## src/rtl/multiphase_traffic_controller_if.sv

```systemverilog
// rtl/multiphase_traffic_controller_if.sv - sensor/lamp bundle for the N-phase traffic controller
// Pedestrian signals exist only when TRAFFIC_PED_EN is defined.
interface multiphase_traffic_controller_if #(
    parameter int NUM_PHASES = 4
);
    localparam int PW = $clog2(NUM_PHASES);

    logic                    en;
    logic [NUM_PHASES-1:0]   high;
    logic [3*NUM_PHASES-1:0] lights;
    logic [PW-1:0]           phase;
    logic [2:0]              state;
`ifdef TRAFFIC_PED_EN
    logic                    ped_req;
    logic                    walk;

    modport master (
        output en, high, ped_req,
        input  lights, phase, state, walk
    );

    modport slave (
        input  en, high, ped_req,
        output lights, phase, state, walk
    );
`else
    modport master (
        output en, high,
        input  lights, phase, state
    );

    modport slave (
        input  en, high,
        output lights, phase, state
    );
`endif
endinterface

```

## src/rtl/multiphase_traffic_controller.sv

```systemverilog
// rtl/multiphase_traffic_controller.sv - N-phase round-robin traffic-light controller
// Optional pedestrian WALK interval enabled by defining TRAFFIC_PED_EN.
module multiphase_traffic_controller #(
    parameter int NUM_PHASES   = 4,
    parameter int SHORT_GREEN  = 5,
    parameter int LONG_GREEN   = 10,
    parameter int YELLOW_TIME  = 2,
    parameter int ALL_RED_TIME = 1,
    parameter int PED_TIME     = 4,
    parameter int CNT_W        = 4
) (
    input  logic                          clk,
    input  logic                          reset_n,
    multiphase_traffic_controller_if.slave bus
);
    localparam int PW = $clog2(NUM_PHASES);
    localparam int CNT_RANGE = 1 << CNT_W;

    localparam logic [CNT_W-1:0] SG_LOAD = CNT_W'(SHORT_GREEN - 1);
    localparam logic [CNT_W-1:0] LG_LOAD = CNT_W'(LONG_GREEN - 1);
    localparam logic [CNT_W-1:0] YL_LOAD = CNT_W'(YELLOW_TIME - 1);
    localparam logic [CNT_W-1:0] AR_LOAD = (ALL_RED_TIME > 0) ? CNT_W'(ALL_RED_TIME - 1) : '0;

    if (NUM_PHASES < 2 || NUM_PHASES > 8 || SHORT_GREEN < 1 || LONG_GREEN < SHORT_GREEN ||
        YELLOW_TIME < 1 || ALL_RED_TIME < 0 || PED_TIME < 1 ||
        LONG_GREEN > CNT_RANGE || PED_TIME > CNT_RANGE ||
        YELLOW_TIME > CNT_RANGE || ALL_RED_TIME > CNT_RANGE) begin : g_param_check
        $error("multiphase_traffic_controller: illegal parameter set");
    end

`ifdef TRAFFIC_PED_EN
    localparam logic [CNT_W-1:0] PD_LOAD = CNT_W'(PED_TIME - 1);

    typedef enum logic [2:0] {
        S_GREEN   = 3'd0,
        S_YELLOW  = 3'd1,
        S_ALL_RED = 3'd2,
        S_HOLD    = 3'd3,
        S_WALK    = 3'd4
    } state_t;
`else
    typedef enum logic [2:0] {
        S_GREEN   = 3'd0,
        S_YELLOW  = 3'd1,
        S_ALL_RED = 3'd2,
        S_HOLD    = 3'd3
    } state_t;
`endif

    state_t                  state_q, state_d;
    logic [PW-1:0]           phase_q, phase_d;
    logic [CNT_W-1:0]        timer_q, timer_d;
    logic [3*NUM_PHASES-1:0] lights_q;
    logic [PW-1:0]           phase_inc;
    logic [CNT_W-1:0]        green_load;
    logic                    clear_exit;
`ifdef TRAFFIC_PED_EN
    logic                    ped_q;
    logic                    walk_q;
    logic                    ped_ok;
`endif

    // Lamp pattern for a given state/phase; only GREEN and YELLOW light a non-red lamp.
    function automatic logic [3*NUM_PHASES-1:0] decode(input state_t s, input logic [PW-1:0] p);
        logic [3*NUM_PHASES-1:0] l;
        for (int i = 0; i < NUM_PHASES; i++) begin
            l[3*i +: 3] = 3'b100;
            if (PW'(i) == p) begin
                if (s == S_GREEN) begin
                    l[3*i +: 3] = 3'b001;
                end else if (s == S_YELLOW) begin
                    l[3*i +: 3] = 3'b010;
                end
            end
        end
        return l;
    endfunction

    assign phase_inc  = (phase_q == PW'(NUM_PHASES - 1)) ? '0 : phase_q + 1'b1;
    assign green_load = bus.high[phase_inc] ? LG_LOAD : SG_LOAD;

    always_comb begin
        state_d    = state_q;
        phase_d    = phase_q;
        timer_d    = timer_q - 1'b1;
        clear_exit = 1'b0;
`ifdef TRAFFIC_PED_EN
        ped_ok     = 1'b1;
`endif
        case (state_q)
            S_GREEN: begin
                if (timer_q == '0 || !bus.en) begin
                    state_d = S_YELLOW;
                    timer_d = YL_LOAD;
                end
            end
            S_YELLOW: begin
                if (timer_q == '0) begin
                    if (ALL_RED_TIME > 0) begin
                        state_d = S_ALL_RED;
                        timer_d = AR_LOAD;
                    end else begin
                        clear_exit = 1'b1;
                    end
                end
            end
            S_ALL_RED: begin
                if (timer_q == '0) begin
                    clear_exit = 1'b1;
                end
            end
            S_HOLD: begin
                timer_d = timer_q;
                if (bus.en) begin
                    state_d = S_GREEN;
                    phase_d = phase_inc;
                    timer_d = green_load;
                end
            end
`ifdef TRAFFIC_PED_EN
            S_WALK: begin
                if (timer_q == '0) begin
                    clear_exit = 1'b1;
                    ped_ok     = 1'b0;
                end
            end
`endif
            default: begin
                state_d = S_ALL_RED;
                timer_d = '0;
            end
        endcase

        // Shared exit from a clearance interval (all-red, or yellow when all-red is skipped).
        if (clear_exit) begin
`ifdef TRAFFIC_PED_EN
            if (ped_ok && ped_q) begin
                state_d = S_WALK;
                timer_d = PD_LOAD;
            end else
`endif
            if (!bus.en) begin
                state_d = S_HOLD;
                timer_d = '0;
            end else begin
                state_d = S_GREEN;
                phase_d = phase_inc;
                timer_d = green_load;
            end
        end
    end

    always_ff @(posedge clk or negedge reset_n) begin
        if (!reset_n) begin
            state_q  <= S_GREEN;
            phase_q  <= '0;
            timer_q  <= SG_LOAD;
            lights_q <= decode(S_GREEN, '0);
        end else begin
            state_q  <= state_d;
            phase_q  <= phase_d;
            timer_q  <= timer_d;
            lights_q <= decode(state_d, phase_d);
        end
    end

`ifdef TRAFFIC_PED_EN
    always_ff @(posedge clk or negedge reset_n) begin
        if (!reset_n) begin
            ped_q  <= 1'b0;
            walk_q <= 1'b0;
        end else begin
            walk_q <= (state_d == S_WALK);
            if (state_d == S_WALK && state_q != S_WALK) begin
                ped_q <= 1'b0;
            end else if (bus.ped_req) begin
                ped_q <= 1'b1;
            end
        end
    end

    assign bus.walk = walk_q;
`endif

    assign bus.lights = lights_q;
    assign bus.phase  = phase_q;
    assign bus.state  = state_q;
endmodule

```

## src/flat_wrapper.sv

```systemverilog
// flat-port wrapper written by rule: the top's interface ports become plain ports
module multiphase_traffic_controller_flat 
#(
    parameter int NUM_PHASES   = 4,
    parameter int SHORT_GREEN  = 5,
    parameter int LONG_GREEN   = 10,
    parameter int YELLOW_TIME  = 2,
    parameter int ALL_RED_TIME = 1,
    parameter int PED_TIME     = 4,
    parameter int CNT_W        = 4
)
  (clk, reset_n, bus_en, bus_high, bus_lights, bus_phase, bus_state);
  multiphase_traffic_controller_if #(.NUM_PHASES(NUM_PHASES)) bus_i ();
  input  logic clk;
  input  logic reset_n;
  input wire logic [$bits(bus_i.en)-1:0] bus_en;
  input wire logic [$bits(bus_i.high)-1:0] bus_high;
  output wire logic [$bits(bus_i.lights)-1:0] bus_lights;
  output wire logic [$bits(bus_i.phase)-1:0] bus_phase;
  output wire logic [$bits(bus_i.state)-1:0] bus_state;
  assign bus_i.en = bus_en;
  assign bus_i.high = bus_high;
  assign bus_lights = bus_i.lights;
  assign bus_phase = bus_i.phase;
  assign bus_state = bus_i.state;
  multiphase_traffic_controller #(.NUM_PHASES(NUM_PHASES), .SHORT_GREEN(SHORT_GREEN), .LONG_GREEN(LONG_GREEN), .YELLOW_TIME(YELLOW_TIME), .ALL_RED_TIME(ALL_RED_TIME), .PED_TIME(PED_TIME), .CNT_W(CNT_W)) u_core (.clk(clk), .reset_n(reset_n), .bus(bus_i));
endmodule
```

## config.mk

```make
export PLATFORM = sky130hd
export DESIGN_NAME = multiphase_traffic_controller_flat
export DESIGN_NICKNAME = d
export VERILOG_FILES = /design/src/rtl/multiphase_traffic_controller_if.sv /design/src/rtl/multiphase_traffic_controller.sv /design/src/flat_wrapper.sv
export SDC_FILE = /design/constraint.sdc
export NUM_CORES = 1
export LEC_CHECK = 0
export ABC_AREA = 1
export BUFFER_PORTS_ARGS = -buffer_cell sky130_fd_sc_hd__clkbuf_2
export CAP_MARGIN = 5
export CORE_AREA = 8 8 68 64
export CTS_CLUSTER_DIAMETER = 50
export DETAILED_ROUTE_END_ITERATION = 10
export DIE_AREA = 0 0 76 72
export PLACE_DENSITY = 0.54
export SLEW_MARGIN = 20
export SYNTH_ARGS = -nofsm -noshare
export SYNTH_HDL_FRONTEND = slang
export SYNTH_SLANG_ARGS = --single-unit
```

## constraint.sdc

```tcl
create_clock -name clk -period 3 [get_ports clk]
set_input_delay 0.45 -clock clk [delete_from_list [all_inputs] [get_ports clk]]
set_output_delay 0.45 -clock clk [all_outputs]
set_load 0.03 [all_outputs]
```

==> results.md, run 1 <==
* Worst slew pin tran at about 0.50 ns
* DRC viols at 0
* Ant diodes at 0
* Crit. End Element: flop
* Clock latency at the later pin of the worst-skew pair at about 0.30 ns
* Ports at 24
* Row Count at 20
* Min Tclk post-route at ~1.6 ns
* DIE HEIGHT at about 70 microns
* Max_cap viols at 0
* Final setup vio count at 0
* Final period util at 0.532
* Vias per inst at around 4.5
* Syn Nets at 135
* Synth Register Bits at 21
* Post-CTS Setup Bufs at 0
* Outcome: finished, final reports clean
* GP Congestion at around 0.84
* Comb power frac at 0.556
* Synth cell types at 24
* Congestion Overflow GR at 0
* Total length of routed wires at about 2300 microns
* Worst-case clock buffer depth at 2
* Max transition margin at 0.665
* Yosys top cell by area: dfrtp_1
* Slowest CP cell: dfrtp_1
* # hold bufs at CTS at 0
* Max FO, Critical Path at 6
* Pwr Total at between 1 and 1.5 mW
* Clock-pin slew on the worst setup and hold paths at ~0.12 ns
* All-Layer GR Usage at 0.0909
* Final ANT Viol Nets at 0
* Largest cells by area after synthesis: dfrtp_1, dfstp_2, nand2_1, nor2_1, nand3_1
* Met2 Use GR at 0.147
* Core area at 0.00323 sq mm
* Flop pwr share at 0.337
* Unrepaired setup endpoints after global routing: no
* CTS tree: done
* Vias in the first global route at approximately 950
* Initial DRC count at 41
* M1 GR Usage at 0.108
* Max VDD drop at about 0.4 mV
* Nets at about 160
* Die area at about 0.0055 sq mm
* P_int at roughly 0.65 mW
* Mapped cell area at 0.00109 sq mm
* Clock skew at 0.00282 ns
* Post-CTS sizing at 0
* Critical path class: flop to flop
* Fin. max-slew vios at 0
* Avg Cell Area, Syn at 8.74 sq um
* Wirelength per Cell at about 12 microns
* Seq/Total Area, Yosys at 0.487
* Pin count of the biggest net entering global routing at 22
* Most Crowded Layer GR: met2
* CP max stage delay at ~0.38 ns
* CP Launch Type: flop
* First-pass GRT wire length at a little over 4000 microns
* Port bufs at 23
* Setup TNS at 0 ns
* Initial antenna violation count at 0
* Num CTS Buffers at 3
* Clk pwr share at 0.106
* CTS Sinks at 21
* H-tree depth at 1
* Warnings, synthesis at 0
* Pre-antenna DRT Iters at 4
* Final hold viol count at 0
* Leakage at 0.691 nW
* Crit-path cells: inv_1 -> ha_1 -> nand2_4 -> inv_1 -> a21oi_1 -> nand3_1 -> nand2_1 -> nand2_1 -> nor2_1
* Pwr Density at 998 mW/mm^2
* CP arrival at ~1.8 ns
* Worst Path Required at 3.24 ns
* Maximum clock rate at 626 MHz
* Area grow syn2layout at 18.3%
* Die Wd at about 76 microns
* Sw Share at 0.500
* Vias at a little under 900
* P_sw at between 0.6 and 0.7 mW
* Root buffer cell: clkbuf_4
* Yosys top cell area share at 0.367
* Fillcell total at between 300 and 400
* Initial core utilization at 0.338
* Cells after Synth at ~130
* Hold Crit Class: input port to async pin
* GR met3 Demand/Resource at 0.0370
* Dpl hpwl at 1840 microns
* Layout cell share with drive strength beyond 1 at 0.322
flip-flops by register name, indices dropped and copies added (netlist names):
register and cells:
u_core.bus.lights 12, u_core.timer_q 4, u_core.bus.state 3, u_core.bus.phase 2
stage by stage:
stage | cell area, sq um | hold slack [ns] | worst slack, ns | util | instances
3_3_place_gp | 1260 | 0.449 | 1.36 | 0.391 | 192
6_report | 1290 | 0.0901 | 1.40 | 0.400 | 196
3_5_place_dp | 1260 | 0.446 | 1.42 | 0.391 | 192
2_1_floorplan | 1090 | 0.154 | 1.50 | - | 125
4_1_cts | 1290 | 0.0912 | 1.39 | 0.400 | 196
5_1_grt | 1290 | 0.106 | 1.20 | 0.400 | 196
power by group through the flow:
stage | logic [mW] | registers, mW | clock network, mW
floorplan | 0.433 | 0.564 | 0
global placement | 0.720 | 0.438 | 0
detailed placement | 0.728 | 0.440 | 0
CTS | 0.733 | 0.437 | 0.147
global route | 0.814 | 0.447 | 0.160
finish | 0.718 | 0.435 | 0.137
metal layers:
| layer | routed length, microns | up-vias |
|---|---|---|
| met5 | 0 | - |
| met4 | 36 | 0 |
| met3 | 140 | 4 |
| met2 | 1010 | 26 |
| met1 | 1130 | 401 |
| li1 | - | 446 |
cell usage in the layout (no fill, tap or decap), types with 2 or more instances in the layout:
master    count
dfstp_2       5
clkbuf_4      3
o21ai_2       3
o21ai_0       2
nand3_1      12
inv_1        15
ha_1          3
nor2_1       19
clkbuf_2     23
nand2_4       3
dfrtp_1      16
inv_2         2
nand2_2       2
a21oi_1       6
nand2_1      25
xor2_1        2
critical path: cells and delay by family, from the launching register on:
family	cells	cell delay [ns]
adders and majority gates	1	0.23
AOI/OAI and AO/OA	1	0.13
and+or+nand+nor	5	0.65
DFF	1	0.38
buffers and inverters	2	0.15
cell usage after synthesis:
master / count
nand3_4: 1
nand3_1: 12
inv_1: 15
o21ai_0: 2
o21ai_2: 3
ha_1: 3
conb_1: 1
nand2_4: 3
o21ai_4: 1
dfrtp_1: 16
nor2_4: 1
dfstp_2: 5
nor2_2: 1
nor3_2: 1
inv_2: 2
nor2_8: 1
inv_4: 1
xor2_1: 2
nor3_1: 1
nand2_2: 2
a21oi_1: 6
o211ai_1: 1
nor2_1: 19
nand2_1: 25
area by class of cell:
| class | instances | area (sq um) | share of cell area |
|---|---|---|---|
| Sequential cell | 21 | 532 | 0.411 |
| Multi-Input combinational cell | 86 | 490 | 0.379 |
| Timing Repair Buffer | 23 | 115 | 0.0891 |
| Inverter | 18 | 70.1 | 0.0542 |
| Tap cell | 44 | 55.1 | 0.0426 |
| Clock buffer | 3 | 22.5 | 0.0174 |
| Clock inverter | 1 | 7.51 | 0.00581 |
kinds of logic after synthesis:
| logic type | share of synthesized area |
|---|---|
| XOR/XNOR | 0.0160 |
| flip-flops | 0.487 |
| buffers and inverters | 0.0641 |
| AO/OA/AOI/OAI | 0.0825 |
| adder cells (fa/ha/maj) | 0.0344 |
| other | 0.00343 |
| AND/OR/NAND/NOR | 0.313 |
final timing paths:
check                             startpoint                    to  slack (ns)  depth (start not counted)
min in group clk           u_core.timer_q[2]     u_core.timer_q[2]        0.55                          2
max in group asynchronous            reset_n  u_core.bus.lights[0]        2.55                          1
setup / recovery           u_core.timer_q[0]  u_core.bus.lights[6]        1.40                          9
hold reg to reg            u_core.timer_q[2]     u_core.timer_q[2]        0.55                          2
hold / removal                       reset_n   u_core.bus.state[0]        0.09                          1
setup reg to reg           u_core.timer_q[0]  u_core.bus.lights[6]        1.40                          9
No activity file was read; power rests on OpenSTA's default activity.
==> run 2, diff against run 1 <==
--- a/config.mk
+++ b/config.mk
@@ -5,13 +5,13 @@
 export SDC_FILE = /design/constraint.sdc
 export NUM_CORES = 1
 export LEC_CHECK = 0
-export ABC_AREA = 1
+export ABC_AREA = 0
 export BUFFER_PORTS_ARGS = -buffer_cell sky130_fd_sc_hd__clkbuf_2
 export CAP_MARGIN = 5
-export CORE_AREA = 8 8 68 64
+export CORE_AREA = 8 8 70 66
 export CTS_CLUSTER_DIAMETER = 50
 export DETAILED_ROUTE_END_ITERATION = 10
-export DIE_AREA = 0 0 76 72
+export DIE_AREA = 0 0 78 74
 export PLACE_DENSITY = 0.54
 export SLEW_MARGIN = 20
 export SYNTH_ARGS = -nofsm -noshare
==> constraint.sdc (replaced) <==
create_clock -name clk -period 1.3 [get_ports clk]
set_input_delay 0.195 -clock clk [delete_from_list [all_inputs] [get_ports clk]]
set_output_delay 0.195 -clock clk [all_outputs]
set_load 0.03 [all_outputs]
==> run 2 against run 1 <==
- the flow now finishes with violations (negative setup slack)
- worst setup slack worse by 1.8 ns
- flip-flop and latch count stayed put
- sequential power is 120% higher
==> results.md, run 2 <==
* CP Launch Type: flop (unchanged)
* R2r setup slk at -0.39 ns (was 1.40 ns)
* Area grow syn2layout at 56.1% (was 18.3%)
* Final WS setup at -0.387 ns (was 1.40 ns)
* Post-DP Area at 0.00150 sq mm (was 0.00126 sq mm)
* Warnings, synthesis at 0 (unchanged)
* Congestion Overflow GR at 0 (unchanged)
* Nets at 178 (was 163)
* Final period util at 1.30 (was 0.532)
* Outcome: finished with violations (was finished, final reports clean)
* Cells after Synth at 112 (was 125)
* Yosys top cell by area: dfrtp_1 (unchanged)
* Max transition margin at 0.662 (was 0.665)
* Worst r2r src: u_core.timer_q[0] (unchanged)
* Synth Register Bits at 21 (unchanged)
* GP Congestion at 0.874 (was 0.835)
* Pwr Density at 2400 mW/mm^2 (was 998 mW/mm^2)
* Syn Nets at 122 (was 135)
* Clock-pin slew on the worst setup and hold paths at 0.08 ns (was 0.12 ns)
* DIE HEIGHT at 74 microns (was 72 microns)
* Yosys top cell area share at 0.351 (was 0.367)
* Port bufs at 23 (unchanged)
* Num CTS Buffers at 3 (unchanged)
* Most frequently used flop master after synthesis: dfrtp_1 (unchanged)
* DRC viols at 0 (unchanged)
* Clock skew at 0.00243 ns (was 0.00282 ns)
* Clock latency at the later pin of the worst-skew pair at 0.26 ns (was 0.30 ns)
* Async set-or-reset flop fraction in the synthesized netlist at 1.00 (unchanged)
* Row Count at 21 (was 20)
* Unrepaired setup endpoints after global routing: yes (was no)
* Synth cell types at 41 (was 24)
* Hold Crit Class: input port to async pin (unchanged)
* Vias per inst at 4.82 (was 4.47)
* Max FO, Critical Path at 3 (was 6)
* Die Wd at 78 microns (was 76 microns)
* Core area at 0.00352 sq mm (was 0.00323 sq mm)
* Vias at 1026 (was 877)
* CP arrival at 1.83 ns (was 1.84 ns)
* Dpl hpwl at 2120 microns (was 1840 microns)
* Failing checks: negative setup slack
* CP top delay family: compound AO/OA/AOI/OAI gates (was simple AND/OR/NAND/NOR gates)
* Crit-path cells: inv_2 -> ha_4 -> nor3b_4 -> buf_4 -> nor3_2 -> o41ai_2 -> a21oi_1 (was inv_1 -> ha_1 -> nand2_4 -> inv_1 -> a21oi_1 -> nand3_1 -> nand2_1 -> nand2_1 -> nor2_1)
* Ant diodes at 0 (unchanged)
* Placed cells at 200 (was 192)
* Crit. End Element: flop (unchanged)
* CTS Sinks at 21 (unchanged)
* Ports at 24 (unchanged)
* Vias in the first global route at 1045 (was 948)
* Count leader, synth: nor2_1 (was nand2_1)
* Fin. max-slew vios at 0 (unchanged)
* Wirelength per Cell at 13.7 microns (was 11.8 microns)
* Place WS at -0.418 ns (was 1.42 ns)
* Reg2reg end: u_core.timer_q[0] (was u_core.bus.lights[6])
* Maximum clock rate at 593 MHz (was 626 MHz)
* Pre-antenna DRT Iters at 4 (unchanged)
* Avg Cell Area, Syn at 10.2 sq um (was 8.74 sq um)
* Seq/Total Area, Yosys at 0.467 (was 0.487)
* CP max stage delay at 0.39 ns (was 0.38 ns)
* Final cell count without fillers at 213 (was 196)
* Worst Reg-to-Reg Cells at 7 (was 9)
* Top post-synthesis cells by count: nor2_1, dfrtp_1, nand2_1 (was nand2_1, nor2_1, dfrtp_1)
* Design area at 0.00178 sq mm (was 0.00129 sq mm)
* Buffers & Inverters on Critical Path at 2 (unchanged)
* Most common cell after layout, fill and taps aside: buf_4 (was nand2_1)
* All-Layer GR Usage at 0.106 (was 0.0909)
* Mapped cell area at 0.00114 sq mm (was 0.00109 sq mm)
* Initial core utilization at 0.324 (was 0.338)
* Post-synth EDFFs at 0 (unchanged)
* First-pass GRT wire length at 4820 microns (was 4100 microns)
* Initial antenna violation count at 0 (unchanged)
* Worst slew pin tran at 0.507 ns (was 0.502 ns)
* Max reg flops at 12 (unchanged)
* Pin count of the biggest net entering global routing at 22 (unchanged)
* Root buffer cell: clkbuf_8 (was clkbuf_4)
* Die area at 0.00577 sq mm (was 0.00547 sq mm)
* Max VDD drop at 0.752 mV (was 0.391 mV)
* Min Tclk post-route at 1.69 ns (was 1.60 ns)
* Slowest CP cell: dfrtp_1 (unchanged)
* Worst Path Required at 1.45 ns (was 3.24 ns)
* Most frequent cells in the layout: buf_4, clkbuf_2, nor2_1 (was nand2_1, clkbuf_2, nor2_1)
* Final hold viol count at 0 (unchanged)
* Worst-case clock buffer depth at 2 (unchanged)
* Max_cap viols at 0 (unchanged)
* H-tree depth at 1 (unchanged)
* Leakage at 0.797 nW (was 0.691 nW)
* Layout cell share with drive strength beyond 1 at 0.623 (was 0.322)
* Largest cells by area after synthesis: dfrtp_1, dfstp_2, nor2_1, ha_1, a21oi_1 (was dfrtp_1, dfstp_2, nand2_1, nor2_1, nand3_1)
* Initial DRC count at 19 (was 41)
* Total length of routed wires at 2920 microns (was 2320 microns)
* Final ANT Viol Nets at 0 (unchanged)
* Final setup vio count at 21 (was 0)
* Critical path class: flop to flop (unchanged)
* CTS tree: done (unchanged)
run 2: cell families after synthesis:
kind of cell,Yosys count,share of synthesized area
other,1,0.00329
and+or+nand+nor,43,0.205
buffers and inverters,10,0.0461
muxes,2,0.0198
DFF,21,0.467
AOI/OAI and AO/OA,30,0.204
xor gates and xnor gates,2,0.0220
adders and majority gates,3,0.0329
run 2: layout make-up:
type | count | area, sq um
inverter | 5 | 18.8
timing repair buffer | 56 | 383
multi-input combinational | 81 | 738
sequential | 21 | 536
clock buffer | 3 | 41.3
tap | 46 | 57.6
fill | 323 | 1740
clock inverter | 1 | 5.00
run 2: repair_timing:
item / 4_1_cts / 5_1_grt
setup buffers: 5 / 4
hold buffers: 1 / 0
setup endpoints to repair: 21 / 22
gates resized for setup: 25 / 10
pin swaps: 16 / 8
endpoints found under the hold margin: 16 / 0
gates cloned: 0 / 0
run 2: layer usage:
layer | track usage | part of all wire
met5 | 0 | 0
met4 | 0.0554 | 0.025
met2 | 0.188 | 0.54
met1 | 0.114 | 0.37
met3 | 0.0314 | 0.066
run 2: per-stage QoR:
| stage | total power [mW] | utilization | setup TNS [ns] | hold slack, ns |
|---|---|---|---|---|
| CTS | 4.07 | 0.487 | -5.27 | 0.425 |
| detailed placement | 3.14 | 0.425 | -6.36 | 0.185 |
| global placement | 3.10 | 0.425 | -5.42 | 0.180 |
| floorplan | 2.47 | - | -3.89 | -0.101 |
| global route | 4.53 | 0.505 | -7.64 | 0.449 |
| finish | 4.27 | 0.505 | -5.87 | 0.425 |
run 2: power breakdown:
part	internal (mW)	total (mW)	switching (mW)	leakage, nW
clock network	0.214	0.434	0.220	0.0255
logic	1.38	2.89	1.51	0.516
registers	0.832	0.951	0.119	0.255
total	2.43	4.27	1.84	0.797
run 2: worst max path at each step:
| stage | startpoint | to | slack (ns) | depth (start not counted) |
|---|---|---|---|---|
| after floorplan | u_core.bus.phase[1] | u_core.timer_q[0] | -0.37 | 6 |
| after global placement | u_core.bus.phase[1] | u_core.timer_q[0] | -0.36 | 6 |
| after detailed placement | u_core.timer_q[0] | u_core.bus.lights[7] | -0.42 | 7 |
| after CTS | u_core.bus.phase[1] | u_core.timer_q[2] | -0.36 | 6 |
| after global routing | u_core.timer_q[0] | u_core.timer_q[0] | -0.46 | 7 |
| final | u_core.timer_q[0] | u_core.timer_q[0] | -0.39 | 7 |
==> run 3, diff against run 2 <==
--- a/config.mk
+++ b/config.mk
@@ -13,6 +13,7 @@
 export DETAILED_ROUTE_END_ITERATION = 10
 export DIE_AREA = 0 0 78 74
 export PLACE_DENSITY = 0.54
+export SETUP_SLACK_MARGIN = 0.3
 export SLEW_MARGIN = 20
 export SYNTH_ARGS = -nofsm -noshare
 export SYNTH_HDL_FRONTEND = slang
==> run 3 against run 2 <==
- the flow still finishes with violations (negative setup slack)
- combinational power is 9.3% higher
- core utilization is 4.8 points higher
- wire length is 1.9% higher
- sequential power is 3.0% higher
- global-route usage is 0.31 points lower
- final area is 9.5% higher
- clock power is 1% higher
- cell count is 2.8% higher
- critical path depth stayed put
- fmax is 0.41% lower
- clock skew is 0.0031 ns higher
==> results.md, run 3 (synthesis results as in run 2) <==
* Design area at 0.00195 sq mm (was 0.00178 sq mm)
* Area grow syn2layout at 70.9% (was 56.1%)
* Total length of routed wires at 2980 microns (was 2920 microns)
* Fin. max-slew vios at 0 (unchanged)
* Num CTS Buffers at 3 (unchanged)
* Flop pwr share at 0.214 (was 0.223)
* Buffers & Inverters on Critical Path at 1 (was 2)
* DR WL met2 at 1660 microns (was 1570 microns)
* Most frequent cells in the layout: buf_4, nor2_1, dfrtp_1 (was buf_4, clkbuf_2, nor2_1)
* Crit-path cells: inv_2 -> ha_4 -> nor3b_4 -> o211ai_4 -> nor2_4 -> a22oi_2 -> nand2b_4 (was inv_2 -> ha_4 -> nor3b_4 -> buf_4 -> nor3_2 -> o41ai_2 -> a21oi_1)
* Root buffer cell: clkbuf_8 (unchanged)
* Hold Crit Class: input port to async pin (unchanged)
* CP arrival at 1.85 ns (was 1.83 ns)
* Max reg flops at 12 (unchanged)
* Final period util at 1.30 (about the same)
* Vias at 1015 (was 1026)
* Worst-case clock buffer depth at 2 (unchanged)
* Row Count at 21 (unchanged)
* P_int at 2.73 mW (was 2.43 mW)
* R2r setup slk at -0.39 ns (about the same)
* CP Launch Type: flop (unchanged)
* Most common cell after layout, fill and taps aside: buf_4 (unchanged)
* Core area at 0.00352 sq mm (unchanged)
* Final ANT Viol Nets at 0 (unchanged)
* Layout cell share with drive strength beyond 1 at 0.618 (was 0.623)
* Comb power frac at 0.690 (was 0.676)
* Routed length on met1 at 1180 microns (was 1080 microns)
* Worst Path Required at 1.45 ns (about the same)
* H-tree depth at 1 (unchanged)
* Final WS setup at -0.394 ns (was -0.387 ns)
* Clock skew at 0.00554 ns (was 0.00243 ns)
* Clk pwr share at 0.096 (was 0.102)
* All-Layer GR Usage at 0.103 (was 0.106)
* Nets at 184 (was 178)
* Pin count of the biggest net entering global routing at 22 (unchanged)
* Ports at 24 (unchanged)
* Max FO, Critical Path at 7 (was 3)
* CTS tree: done (unchanged)
* Post-DP Area at 0.00152 sq mm (was 0.00150 sq mm)
* Die area at 0.00577 sq mm (unchanged)
* Port bufs at 23 (unchanged)
* Critical path class: flop to flop (unchanged)
* Wirelength per Cell at 13.6 microns (was 13.7 microns)
* Place WS at -0.406 ns (was -0.418 ns)
* Pwr Density at 2350 mW/mm^2 (was 2400 mW/mm^2)
* Final setup vio count at 21 (unchanged)
* Max VDD drop at 1.10 mV (was 0.752 mV)
* Clock-pin slew on the worst setup and hold paths at 0.08 ns (about the same)
* Worst r2r src: u_core.timer_q[1] (was u_core.timer_q[0])
* Reg2reg end: u_core.bus.lights[2] (was u_core.timer_q[0])
* DIE HEIGHT at 74 microns (unchanged)
* Unrepaired setup endpoints after global routing: yes (unchanged)
* Ant diodes at 0 (unchanged)
* Failing checks: negative setup slack (unchanged)
* CP max stage delay at 0.41 ns (was 0.39 ns)
* Clock latency at the later pin of the worst-skew pair at 0.26 ns (about the same)
* Min Tclk post-route at 1.69 ns (about the same)
* Maximum clock rate at 590 MHz (was 593 MHz)
* Sw Share at 0.405 (was 0.432)
* Leakage at 0.867 nW (was 0.797 nW)
* Worst Reg-to-Reg Cells at 7 (unchanged)
* Vias in the first global route at 1086 (was 1045)
* Congestion Overflow GR at 0 (unchanged)
* First-pass GRT wire length at 4830 microns (was 4820 microns)
* Die Wd at 78 microns (unchanged)
* Max transition margin at 0.656 (was 0.662)
* Final hold viol count at 0 (unchanged)
* Worst slew pin tran at 0.516 ns (was 0.507 ns)
* Crit. End Element: flop (unchanged)
* Slowest CP cell: dfrtp_1 (unchanged)
* Initial DRC count at 35 (was 19)
* Max_cap viols at 0 (unchanged)
* Dpl hpwl at 2100 microns (was 2120 microns)
* CTS Sinks at 21 (unchanged)
* Initial core utilization at 0.324 (unchanged)
* GP Congestion at 0.848 (was 0.874)
* Outcome: finished with violations (unchanged)
* Vias per inst at 4.63 (was 4.82)
* Initial antenna violation count at 0 (unchanged)
* DRC viols at 0 (unchanged)
* DR top layer: met4 (unchanged)
* CP top delay family: simple AND/OR/NAND/NOR gates (was compound AO/OA/AOI/OAI gates)
* Met3 routed WL at 132 microns (was 193 microns)
* Pre-antenna DRT Iters at 4 (unchanged)
* P_sw at 1.86 mW (was 1.84 mW)
[run 3: cell count changes in the layout (fill, tap and decap cells not counted), moves of 2 or more]
cell	previous run	this run
clkbuf_2	22	7
buf_8	0	11
buf_6	4	12
buf_4	28	30
nor2_4	5	3
o21ai_1	2	4
[run 3: area by class of cell]
type / count / area, sq um
Tap cell: 46 / 57.6
Inverter: 5 / 18.8
Multi-Input combinational cell: 81 / 706
Clock inverter: 1 / 5.00
Fill cell: 303 / 1570
Sequential cell: 21 / 536
Timing Repair Buffer: 62 / 584
Clock buffer: 3 / 41.3
[run 3: per-stage QoR]
step	hold slack (ns)	util	total power [mW]	instances	TNS (ns)
after CTS	0.424	0.520	4.23	215	-6.01
after floorplan	-0.101	-	2.47	112	-3.89
after global routing	0.437	0.553	4.84	219	-8.36
after global placement	0.188	0.431	3.21	203	-5.65
final	0.425	0.553	4.58	219	-6.88
after detailed placement	0.198	0.431	3.25	203	-6.29
[run 3: how the worst max path moves through the flow]
| stage | startpoint | to | depth (start not counted) |
|---|---|---|---|
| 2_1_floorplan | u_core.bus.phase[1] | u_core.timer_q[0] | 6 |
| 3_3_place_gp | u_core.timer_q[1] | u_core.bus.lights[8] | 7 |
| 3_5_place_dp | u_core.timer_q[0] | u_core.bus.lights[5] | 7 |
| 4_1_cts | u_core.bus.phase[1] | u_core.timer_q[2] | 6 |
| 5_1_grt | u_core.timer_q[1] | u_core.bus.lights[2] | 7 |
| 6_report | u_core.timer_q[1] | u_core.bus.lights[2] | 7 |
[run 3: layer usage]
layer / vias up / track usage
met5: - / 0
met4: 0 / 0.0185
met3: 2 / 0.0399
met2: 15 / 0.202
met1: 489 / 0.102
li1: 509 / -
[run 3: power by group through the flow]
stage	clock (mW)	combinational, mW	sequential, mW
detailed placement	0	2.28	0.966
global route	0.479	3.36	0.999
finish	0.439	3.16	0.980
CTS	0.450	2.82	0.966
floorplan	0	1.28	1.19
global placement	0	2.24	0.966
[run 3: timing repair]
action                     4_1_cts  5_1_grt
hold buffers                     1        0
resized for setup               46       33
setup endpoints to repair       35       37
setup buffers                    7        4
pin swaps                        4        7
gates cloned                     0        0
hold endpoints to repair        16        0
